File: config.mk
export PLATFORM = sky130hd
export DESIGN_NAME = fdivsqrt_otfc4_iter
export DESIGN_NICKNAME = d
export VERILOG_FILES = /design/src/rtl/fdivsqrt_otfc4_iter_pkg.sv /design/src/rtl/fdivsqrt_otfc4_next.sv /design/src/rtl/fdivsqrt_otfc4_iter.sv
export SDC_FILE = /design/constraint.sdc
export NUM_CORES = 1
export LEC_CHECK = 0
export ABC_AREA = 0
export CAP_MARGIN = 15
export CORE_MARGIN = 2
export CORE_UTILIZATION = 35
export DETAILED_ROUTE_END_ITERATION = 7
export GPL_ROUTABILITY_DRIVEN = 0
export PLACE_DENSITY = 0.59
export SLEW_MARGIN = 20
export SYNTH_ARGS = -nofsm -noshare
export SYNTH_HDL_FRONTEND = slang
export SYNTH_SLANG_ARGS = --single-unit
File: constraint.sdc
create_clock -name clk -period 1.7 [get_ports clk]
set_clock_uncertainty 0.05 [all_clocks]
set_input_delay 0.255 -clock clk [delete_from_list [all_inputs] [get_ports clk]]
set_output_delay 0.255 -clock clk [all_outputs]
set_load 0.02 [all_outputs]
File: src/rtl/fdivsqrt_otfc4_iter_pkg.sv
// Shared definitions for the divide/square-root datapath: configuration record,
// controller state encoding and the one-hot digit bit positions.
package fdivsqrt_otfc4_iter_pkg;

    // Configuration record; only the fraction width is needed by the OTFC stage
    typedef struct packed {
        int DIVb;
    } cvw_t;

    // Controller states shared by the iteration blocks
    typedef enum logic [1:0] {
        IDLE = 2'd0,
        BUSY = 2'd1,
        DONE = 2'd2
    } fdivsqrt_state_t;

    // One-hot udigit bit positions, also used by the F addend generator
    localparam int UDIG_P2 = 3;
    localparam int UDIG_P1 = 2;
    localparam int UDIG_M1 = 1;
    localparam int UDIG_M2 = 0;

endpackage

File: src/rtl/fdivsqrt_otfc4_next.sv
// Combinational radix-4 on-the-fly conversion step: from C, U, UM and one
// signed digit, form the next position mask, result and decrement. OR-only.
module fdivsqrt_otfc4_next
    import fdivsqrt_otfc4_iter_pkg::*;
#(
    parameter int N = 12
) (
    input  logic [N-1:0] C,
    input  logic [N-1:0] U,
    input  logic [N-1:0] UM,
    input  logic [3:0]   udigit,
    output logic [N-1:0] cnext,
    output logic [N-1:0] unext,
    output logic [N-1:0] umnext
);

    logic [N-1:0] w;
    logic [N-1:0] wlo;
    logic [N-1:0] whi;

    // Mask grows by two ones; the newly set pair is the digit field
    assign cnext = {2'b11, C[N-1:2]};
    assign w     = cnext & ~C;
    // Low bit of the field is the lowest set bit of cnext: no carry needed
    assign wlo   = w & ~{cnext[N-2:0], 1'b0};
    assign whi   = w & ~wlo;

    // Digit decode with priority +2 > +1 > -1 > -2; U and UM are only ORed
    always_comb begin
        unext  = U;
        umnext = UM;
        if (udigit[UDIG_P2]) begin
            unext  = U | whi;
            umnext = U | wlo;
        end else if (udigit[UDIG_P1]) begin
            unext  = U | wlo;
            umnext = U;
        end else if (udigit[UDIG_M1]) begin
            unext  = UM | w;
            umnext = UM | whi;
        end else if (udigit[UDIG_M2]) begin
            unext  = UM | whi;
            umnext = UM | wlo;
        end else begin
            unext  = U;
            umnext = UM | w;
        end
    end

endmodule

File: src/rtl/fdivsqrt_otfc4_iter.sv
// Radix-4 OTFC register stage with iteration counter and start/busy/done
// handshake for one divide or square-root operation.
module fdivsqrt_otfc4_iter
    import fdivsqrt_otfc4_iter_pkg::*;
#(
    parameter cvw_t P = '{DIVb: 8}
) (
    input  logic                clk,
    input  logic                resetn,
    input  logic                start,
    input  logic                sqrt,
    input  logic [6:0]          niter,
    input  logic                kill,
    input  logic [3:0]          udigit,
    output logic [P.DIVb+3:0]   U,
    output logic [P.DIVb+3:0]   UM,
    output logic [P.DIVb+3:0]   C,
    output logic                busy,
    output logic                done,
    output logic [6:0]          itercnt
);

    localparam int         N    = P.DIVb + 4;
    localparam logic [6:0] NMAX = 7'(P.DIVb / 2);

    // Requested digit count clipped to what the fraction width can hold
    function automatic logic [6:0] sat_niter(input logic [6:0] n);
        return (n > NMAX) ? NMAX : n;
    endfunction

    fdivsqrt_state_t state_q, state_n;
    logic [6:0]      niter_q;
    logic            load, step;
    logic [N-1:0]    cnext, unext, umnext;
    logic [N-1:0]    cinit, usqrt;

    assign cinit = {4'b1111, {P.DIVb{1'b0}}};
    assign usqrt = {4'b0001, {P.DIVb{1'b0}}};

    fdivsqrt_otfc4_next #(.N(N)) u_next (
        .C      (C),
        .U      (U),
        .UM     (UM),
        .udigit (udigit),
        .cnext  (cnext),
        .unext  (unext),
        .umnext (umnext)
    );

    // Next-state decode; kill wins over everything, start only from IDLE/DONE
    always_comb begin
        state_n = state_q;
        load    = 1'b0;
        step    = 1'b0;
        if (kill) begin
            state_n = IDLE;
        end else begin
            case (state_q)
                IDLE, DONE: begin
                    if (start) begin
                        load    = 1'b1;
                        state_n = (sat_niter(niter) == 7'd0) ? DONE : BUSY;
                    end
                end
                BUSY: begin
                    step = 1'b1;
                    if (itercnt + 7'd1 == niter_q) state_n = DONE;
                end
                default: state_n = IDLE;
            endcase
        end
    end

    // State register with registered busy/done flags
    always_ff @(posedge clk or negedge resetn) begin
        if (!resetn) begin
            state_q <= IDLE;
            busy    <= 1'b0;
            done    <= 1'b0;
        end else begin
            state_q <= state_n;
            busy    <= (state_n == BUSY);
            done    <= (state_n == DONE);
        end
    end

    // Result, decrement, mask and counter: load on start, update per digit
    always_ff @(posedge clk or negedge resetn) begin
        if (!resetn) begin
            U       <= '0;
            UM      <= '0;
            C       <= '0;
            itercnt <= '0;
            niter_q <= '0;
        end else if (load) begin
            C       <= cinit;
            U       <= sqrt ? usqrt : '0;
            UM      <= sqrt ? '0 : cinit;
            itercnt <= '0;
            niter_q <= sat_niter(niter);
        end else if (step) begin
            C       <= cnext;
            U       <= unext;
            UM      <= umnext;
            itercnt <= itercnt + 7'd1;
        end
    end

endmodule

==> summary.md, run 1 <==
| Metric | Value |
|---|---|
| Status | finished with violations |
| Failing checks | negative setup slack |
| Worst VDD drop | 760 uV |
| Tightest Hold Check Type | input pin to asynchronous set/reset pin |
| Post-route worst setup slack | -0.0563 ns |
| DR pass1 iterations | 4 |
| Final worst path period share | 1.03 |
| Row cnt | 31 |
| DRC | 0 |
| TritonCTS clock tree | done |
| Arr. time, crit path | 1.88 ns |
| Post-detail-place hpwl | 5740 microns |
| Commonest non-fill, non-tap cell in the layout | buf_4 |
| CTS Buffer Depth | 2 |
| Crit Path Category | flop to flop |
| Wire per inst | 16.3 microns |
| Fillers | 691 |
| Die Y | 90.1 microns |
| # setup viols final | 4 |
| Initial DRC count | 100 |
| Via count | 2474 |
| Synth Warn # | 0 |
| Yosys reg bits | 48 |
| Post-DRT Antenna Nets | 0 |
| Seq/Total Area, Yosys | 0.463 |
| Total core area | 7210 sq um |
| Area occupied by multi-input gates | 1350 sq um |
| Clock transition at the registers of the reported paths | 0.10 ns |
| Syn Nets | 291 |
| Layout net count | 395 |
| R2R cell count | 6 |
| Largest family of logic cells by synthesized area | compound AO/OA/AOI/OAI gates |
| Die Width | 90.1 microns |
| Startpoint Class | flop |
| Total CTS buffers | 5 |
| # clock sinks | 48 |
| Final total power | 4.52 mW |
| First-pass GRT wire length | 12800 microns |
| Critical Path Sink Type | flop |
| Syn_area_per_cell | 9.46 sq um |
| Synth Area in XOR/XNOR | 0.0333 |
| Complex-gate fraction of the synthesized area | 0.232 |
| Most frequent cells in the layout | 55 x buf_4, 42 x dfrtp_1, 37 x clkdlybuf4s50_1 |
| Final Hold Fails | 0 |
| Port Buffer Count | 60 |
| Root Buffer | clkbuf_8 |
| Initial antenna violation count | 0 |
| Multiplexer area fraction after synthesis | 0.00434 |
| Worst r2r src | itercnt[1] |
| IO Pins | 61 |
| Netlist Area Pre-Place | 2590 sq um |
| GRT Total Usage | 0.194 |
| Pwr/cell area | 1170 nW/um^2 |
| RSZ-0062 raised after global routing | yes |
| Ys async rst share | 1.00 |
| Post-synth cell types | 49 |
| Leakage power | 1.79 nW |
| Largest net degree at the start of global routing | 23 |
| Worst slew pin tran | 0.481 ns |
| Fin crit period | 1.76 ns |
| Crit path from | itercnt[1] |
| Initial core utilization | 0.359 |
| Die Area | 8110 sq um |
| Post-Synth Simple-Gate Area | 0.205 |
| Worst endpoint required time | 1.83 ns |
| Post-DR vias/cell | 5.18 |
| Crit Path Max Fanout | 5 |
| Register area | 1210 sq um |
| Max-Cap Viols | 0 |
| Synth Area in Adders | 0.00483 |
| Final Slew Violations | 0 |
| Synth Instances | 274 |
| H-tree depth | 2 |
| Worst-Skew Late Latency | 0.30 ns |
| N_diodes | 0 |
| Core Util, Final | 0.535 |
| Drt total wl | 7810 microns |
| Worst rel slew slack | 0.679 |
| Post-synth EDFFs | 0 |
| Top FF cell, synth | dfrtp_1 |
| Vias in the first global route | 2544 |
| Area growth from synthesis to layout | 49.0% |
| GR Overflow Total | 0 |
| Max Fclk | 569 MHz |
| Layout cells sized above 1 | 0.280 |
-- area by class of cell --
type,instances,area share
Tap cell,99,0.0321
Clock inverter,3,0.00486
Timing Repair Buffer,119,0.279
Sequential cell,48,0.313
Clock buffer,5,0.0178
Inverter,5,0.00486
Multi-Input combinational cell,199,0.349
-- metrics by stage --
stage               worst slack [ns]  cells  TNS [ns]  hold WS [ns]  cell area, sq um
finish                       -0.0563    478    -0.195         0.383              3860
global route                  -0.127    478    -0.487         0.429              3860
CTS                          -0.0538    476    -0.159         0.405              3790
detailed placement            -0.287    465     -8.28         0.199              3650
global placement              -0.267    465     -7.18         0.201              3650
floorplan                    0.00837    274         0       -0.0906              2620
-- cells in the mapped netlist (4+ instances only) --
| cell type | instances | area share |
|---|---|---|
| a22o_1 | 7 | 0.024 |
| nand2b_1 | 6 | 0.014 |
| clkbuf_1 | 7 | 0.010 |
| buf_2 | 6 | 0.012 |
| a21oi_1 | 24 | 0.046 |
| o22ai_1 | 8 | 0.019 |
| o21ai_0 | 23 | 0.044 |
| nor3_1 | 18 | 0.035 |
| nor2_1 | 17 | 0.025 |
| o31ai_1 | 5 | 0.014 |
| nand2_1 | 19 | 0.028 |
| and2_1 | 5 | 0.012 |
| nor2b_1 | 7 | 0.017 |
| nand3_1 | 4 | 0.0077 |
| o21ai_1 | 5 | 0.0097 |
| inv_1 | 5 | 0.0072 |
| xor2_1 | 5 | 0.017 |
| dfrtp_1 | 48 | 0.46 |
| buf_4 | 7 | 0.020 |
| a211oi_1 | 4 | 0.012 |
-- power by group --
group	internal (mW)	switching (mW)
clock	0.288	0.404
combinational	1.01	1.08
sequential	1.42	0.323
-- cell families after synthesis --
kind of cell / count (synthesis)
compound gates: 94
simple gates: 94
flops: 48
buf+inv: 27
xor+xnor: 9
mux: 1
fa+ha+maj: 1
-- registers in the layout, indices dropped and copies added, names as in the netlist --
signal   flops
niter_q      7
U           12
busy         1
state_q      2
C            6
UM          12
done         1
itercnt      7
-- worst paths after layout --
path | endpoint | slack [ns]
worst max-delay path | busy | -0.06
worst min-delay path | itercnt[2] | 0.38
worst max register to register | busy | -0.06
worst min register to register | niter_q[0] | 0.45
max in group asynchronous | U[8] | 0.71
min in group clk | niter_q[0] | 0.45
-- worst max-delay path: stages, from the launching register on --
cell,delay [ns]
dfrtp_2,0.45
buf_4,0.15
and3_4,0.19
xnor2_2,0.13
nand4_1,0.19
nor4_4,0.35
o22ai_1,0.13
-- what timing repair did --
item | 4_1_cts | 5_1_grt
setup endpoints to repair | 19 | 28
buffers inserted | 2 | 2
resized for setup | 27 | 15
gates cloned | 0 | 0
hold endpoints to repair | 18 | 0
hold buffers | 1 | 0
pin swaps | 7 | 10
-- metal layers --
layer,vias to the layer above,GRT usage,wire length (microns)
met3,2,0.0427,456
met4,0,0.0359,19
met5,-,0,0
li1,1190,-,-
met1,1189,0.249,3390
met2,93,0.340,3950
No activity file was read; power rests on OpenSTA's default activity.
==> inputs of run 2 (changes only) <==
--- a/config.mk
+++ b/config.mk
@@ -8,10 +8,10 @@
 export ABC_AREA = 0
 export CAP_MARGIN = 15
 export CORE_MARGIN = 2
-export CORE_UTILIZATION = 35
+export CORE_UTILIZATION = 45
 export DETAILED_ROUTE_END_ITERATION = 7
 export GPL_ROUTABILITY_DRIVEN = 0
-export PLACE_DENSITY = 0.59
+export PLACE_DENSITY = 0.73
 export SLEW_MARGIN = 20
 export SYNTH_ARGS = -nofsm -noshare
 export SYNTH_HDL_FRONTEND = slang
==> run 2 against run 1 <==
  * The run still ends with negative setup slack left
  * First-iteration DRC count up 16%
  * Cell area down 3.7%
  * Sequential share of layout area up 1.1 points
  * Register-to-register slack gained 0.05 ns
  * Critical path depth unchanged
  * Critical endpoint is now done
  * Largest cell class unchanged
  * Largest power group unchanged
==> summary.md, run 2 (synthesized netlist as in run 1, its figures left out) <==
| Metric | Value |
|---|---|
| Post-DR vias/cell | 5.47 |
| Initial core utilization | 0.468 |
| Placed instance area | 3530 sq um |
| Worst endpoint required time | 1.90 ns |
| Core Util, Final | 0.672 |
| Setup tns final | -0.00639 ns |
| Final worst path period share | 1.00 |
| Total core area | 5540 sq um |
| Max Fclk | 586 MHz |
| Crit path capture | done |
| Final Hold Fails | 0 |
| Crit path from | itercnt[0] |
| Crit Path Max Fanout | 6 |
| Post-route cell area | 3720 sq um |
| Commonest non-fill, non-tap cell in the layout | buf_4 |
| Layout cells sized above 1 | 0.239 |
| Layout net count | 388 |
| Post-DRT Antenna Nets | 0 |
| Arr. time, crit path | 1.90 ns |
| DRC | 0 |
| Most frequent cells in the layout | 50 x buf_4, 45 x dfrtp_1, 44 x clkdlybuf4s50_1 |
| Failing checks | negative setup slack |
| Worst VDD drop | 789 uV |
| Max-Cap Viols | 0 |
| Final total power | 4.45 mW |
| Initial antenna violation count | 0 |
| Status | finished with violations |
| Root Buffer | clkbuf_8 |
| Die Area | 6380 sq um |
| Dpl cells | 430 |
| Port Buffer Count | 60 |
| DR pass1 iterations | 4 |
| Final Slew Violations | 0 |
| Clock transition at the registers of the reported paths | 0.09 ns |
| Worst rel slew slack | 0.717 |
| CTS Buffer Depth | 2 |
| Leakage power | 1.67 nW |
| # setup viols final | 2 |
| R2R setup slack | -0.006 ns |
| N_diodes | 0 |
| Drt total wl | 7180 microns |
| IO Pins | 61 |
| Total CTS buffers | 5 |
| Wire per inst | 16.2 microns |
| # clock sinks | 48 |
| Vias in the first global route | 2426 |
| Layout Cells excl Fill | 444 |
| GRT Total Usage | 0.238 |
| RSZ-0062 raised after global routing | yes |
| R2R cell count | 6 |
| Row cnt | 27 |
| Pwr/cell area | 1200 nW/um^2 |
| Die Width | 79.9 microns |
| H-tree depth | 2 |
| Post-detail-place hpwl | 5270 microns |
| Fin crit period | 1.71 ns |
| GR Overflow Total | 0 |
| Largest net degree at the start of global routing | 49 |
| Critical Path Sink Type | flop |
| Initial DRC count | 116 |
| TritonCTS clock tree | done |
| Area growth from synthesis to layout | 43.5% |
| Crit Path Category | flop to flop |
| Largest registers | UM (12), U (12) |
| First-pass GRT wire length | 11700 microns |
| Post-route worst setup slack | -0.00637 ns |
| Startpoint Class | flop |
| Via count | 2427 |
| Worst slew pin tran | 0.424 ns |
| Reg2reg end | done |
| Worst r2r src | itercnt[0] |
| Worst-Skew Late Latency | 0.30 ns |
| Tightest Hold Check Type | input pin to asynchronous set/reset pin |
| Die Y | 79.9 microns |
run 2: changes by cell type in the layout (fill, tap and decap cells not counted), moves of 2 or more:
cell             change
dfrtp_2              -3
buf_4                -5
xnor2_2              -2
nor3_1               +2
clkdlybuf4s50_1      +7
dfrtp_1              +3
dlymetal6s2s_1       -5
nor2b_1              +2
nor3_2               -2
buf_12               -2
run 2: cell type report:
class,instances,area (sq um)
flip-flops and latches,48,1200
repair buffers,112,986
multi-input cells,199,1340
fillers,436,1820
clock buffers,6,72.6
well taps,72,90.1
inverters,5,18.8
clock inverters,2,12.5
run 2: what timing repair did:
item                       4_1_cts  5_1_grt
pin swaps                        5        3
hold endpoints to repair        48        0
buffers inserted                 5        0
resized for setup               18        8
setup endpoints to repair       18       18
hold buffers                     1        0
cloned                           0        0
run 2: routing by layer:
layer,vias up,share of wire,GRT usage
met5,-,0,0
met4,0,0.014,0.0712
met3,9,0.035,0.0396
met2,60,0.50,0.401
met1,1186,0.46,0.314
li1,1172,-,-
run 2: worst min path at each step:
stage	startpoint	to	slack, ns	depth (start not counted)
floorplan	resetn	C[10]	-0.09	0
detailed placement	resetn	itercnt[2]	0.21	2
global route	resetn	itercnt[2]	0.46	3
finish	resetn	itercnt[2]	0.42	3
CTS	resetn	itercnt[2]	0.43	3
global placement	resetn	itercnt[1]	0.21	2
run 2: stage by stage:
stage,setup WS [ns],hold slack (ns)
2_1_floorplan,0.00837,-0.0906
3_3_place_gp,-0.239,0.211
3_5_place_dp,-0.277,0.211
4_1_cts,-0.00346,0.426
5_1_grt,-0.104,0.460
6_report,-0.00637,0.424
run 2: worst max-delay path, cell delays in order (launching register included):
cell and delay, ns:
dfrtp_2 0.41, ha_4 0.17, and3_4 0.22, nand3_4 0.09, xnor2_4 0.15, nor4_4 0.36, a22o_1 0.20
run 2: report_power, final:
part	total [mW]	internal [mW]	switching, mW
Clock	0.678	0.288	0.390
Combinational	2.07	1.01	1.06
Sequential	1.70	1.42	0.288
Total	4.45	2.71	1.74
==> inputs of run 3 (changes only) <==
--- a/config.mk
+++ b/config.mk
@@ -12,6 +12,7 @@
 export DETAILED_ROUTE_END_ITERATION = 7
 export GPL_ROUTABILITY_DRIVEN = 0
 export PLACE_DENSITY = 0.73
+export SETUP_SLACK_MARGIN = 0.2
 export SLEW_MARGIN = 20
 export SYNTH_ARGS = -nofsm -noshare
 export SYNTH_HDL_FRONTEND = slang
==> run 3 against run 2 <==
  * The flow still finishes with violations (negative setup slack)
  * Largest power group unchanged
  * Critical path depth stayed put
  * Via count increased by 6.6%
  * Cell area increased by 9.1%
  * Highest routed layer unchanged
==> summary.md, run 3 (synthesized netlist as in run 1, its figures left out) <==
| Metric | Value |
|---|---|
| Status | finished with violations |
| Failing checks | negative setup slack |
| Worst hold slack | 0.331 ns |
| DRC | 0 |
| Crit Path Category | flop to flop |
| GR Overflow Total | 0 |
| Tightest Hold Check Type | input pin to asynchronous set/reset pin |
| First-pass GRT wire length | 12800 microns |
| Post-detail-place hpwl | 5510 microns |
| Post-DR vias/cell | 5.82 |
| Dpl cells | 421 |
| IO Pins | 61 |
| Post-route worst setup slack | -0.0229 ns |
| Commonest non-fill, non-tap cell in the layout | dlygate4sd2_1 |
| Worst-Skew Late Latency | 0.30 ns |
| Worst rel slew slack | 0.663 |
| Clock transition at the registers of the reported paths | 0.09 ns |
| Switching share of total power | 0.415 |
| N_diodes | 0 |
| Logic pwr share | 0.475 |
| Wire per inst | 19.2 microns |
| Most frequent cells in the layout | 43 x dlygate4sd2_1, 41 x dfrtp_1, 28 x buf_4 |
| DR pass1 iterations | 4 |
| Drt total wl | 8510 microns |
| Largest registers | UM (12), U (12) |
| Initial antenna violation count | 0 |
| TritonCTS clock tree | done |
| Pwr/cell area | 1150 nW/um^2 |
| Total core area | 5540 sq um |
| Clk network pwr share | 0.150 |
| Worst slew pin tran | 0.500 ns |
| Leakage power | 1.85 nW |
| Critical Path Sink Type | flop |
| Post-DRT Antenna Nets | 0 |
| Reg power frac | 0.376 |
| CTS Buffer Depth | 2 |
| Final worst path period share | 1.01 |
| Layout Cells excl Fill | 444 |
| Initial core utilization | 0.468 |
| Worst endpoint required time | 1.83 ns |
| Root Buffer | clkbuf_8 |
| Largest net degree at the start of global routing | 37 |
| Die Width | 79.9 microns |
| Switching power of the nets | 1.94 mW |
| H-tree depth | 2 |
| Final Slew Violations | 0 |
| Total CTS buffers | 5 |
| Worst r2r src | itercnt[1] |
| GRT Total Usage | 0.258 |
| Crit path from | itercnt[1] |
| Crit Path Max Fanout | 7 |
| # setup viols final | 4 |
| Worst VDD drop | 781 uV |
| Max Fclk | 580 MHz |
| # clock sinks | 48 |
| Final total power | 4.68 mW |
| Die Y | 79.9 microns |
| Area growth from synthesis to layout | 56.6% |
| Dpl ws | -0.306 ns |
| Startpoint Class | flop |
| Vias in the first global route | 2540 |
| Initial DRC count | 200 |
| Final Hold Fails | 0 |
| Row cnt | 27 |
| Arr. time, crit path | 1.85 ns |
| Via count | 2586 |
| Fin crit period | 1.72 ns |
| Max-Cap Viols | 0 |
| Core Util, Final | 0.733 |
| Layout net count | 388 |
| Port Buffer Count | 60 |
| RSZ-0062 raised after global routing | yes |
| Internal Power | 2.74 mW |
| Die Area | 6380 sq um |
| Layout cells sized above 1 | 0.366 |
run 3: repair_timing:
item | CTS | global route
gates cloned | 0 | 1
pin swaps | 18 | 22
setup buffers | 5 | 8
resized for setup | 73 | 71
endpoints found under the hold margin | 12 | 0
setup endpoints to repair | 84 | 52
hold buffers | 1 | 0
run 3: final cells by class:
class	count	area, sq um
tap	72	90.1
timing repair buffer	112	1070
sequential	48	1210
fill	423	1480
clock buffer	8	90.1
inverter	5	18.8
multi-input combinational	199	1580
run 3: worst paths after layout:
path / endpoint / slack [ns] / cells past startpoint
hold / removal: UM[10] / 0.33 / 2
hold reg to reg: niter_q[1] / 0.47 / 2
setup / recovery: state_q[0] / -0.02 / 6
setup reg to reg: state_q[0] / -0.02 / 6
max in group asynchronous: C[9] / 0.76 / 3
min in group clk: niter_q[1] / 0.47 / 2
run 3: per-stage QoR:
| stage | cell area (sq um) | TNS [ns] |
|---|---|---|
| after floorplan | 2650 | 0 |
| after global placement | 3500 | -6.45 |
| after detailed placement | 3500 | -7.95 |
| after CTS | 3700 | -0.0333 |
| after global routing | 4060 | -0.476 |
| final | 4060 | -0.0440 |
run 3: layer usage:
| layer | vias up | routed length, microns | global-route usage | part of all wire |
|---|---|---|---|---|
| met5 | - | 0 | 0 | 0 |
| met4 | 0 | 233 | 0.100 | 0.027 |
| met3 | 23 | 549 | 0.0419 | 0.065 |
| met2 | 114 | 4350 | 0.427 | 0.51 |
| met1 | 1275 | 3370 | 0.339 | 0.40 |
| li1 | 1174 | - | - | - |
run 3: worst max-delay path, cell delays in order (launching register included):
cell     delay, ns
dfrtp_2       0.40
ha_4          0.17
and3_4        0.21
nand3_4       0.09
xnor2_2       0.17
nor4_4        0.37
o22ai_1       0.14
run 3: power by group through the flow:
stage / sequential (mW) / combinational (mW) / clock, mW
2_1_floorplan: 1.99 / 0.816 / 0
3_3_place_gp: 1.74 / 2.01 / 0
3_5_place_dp: 1.73 / 2.05 / 0
4_1_cts: 1.71 / 1.95 / 0.728
5_1_grt: 1.80 / 2.38 / 0.768
6_report: 1.76 / 2.22 / 0.701
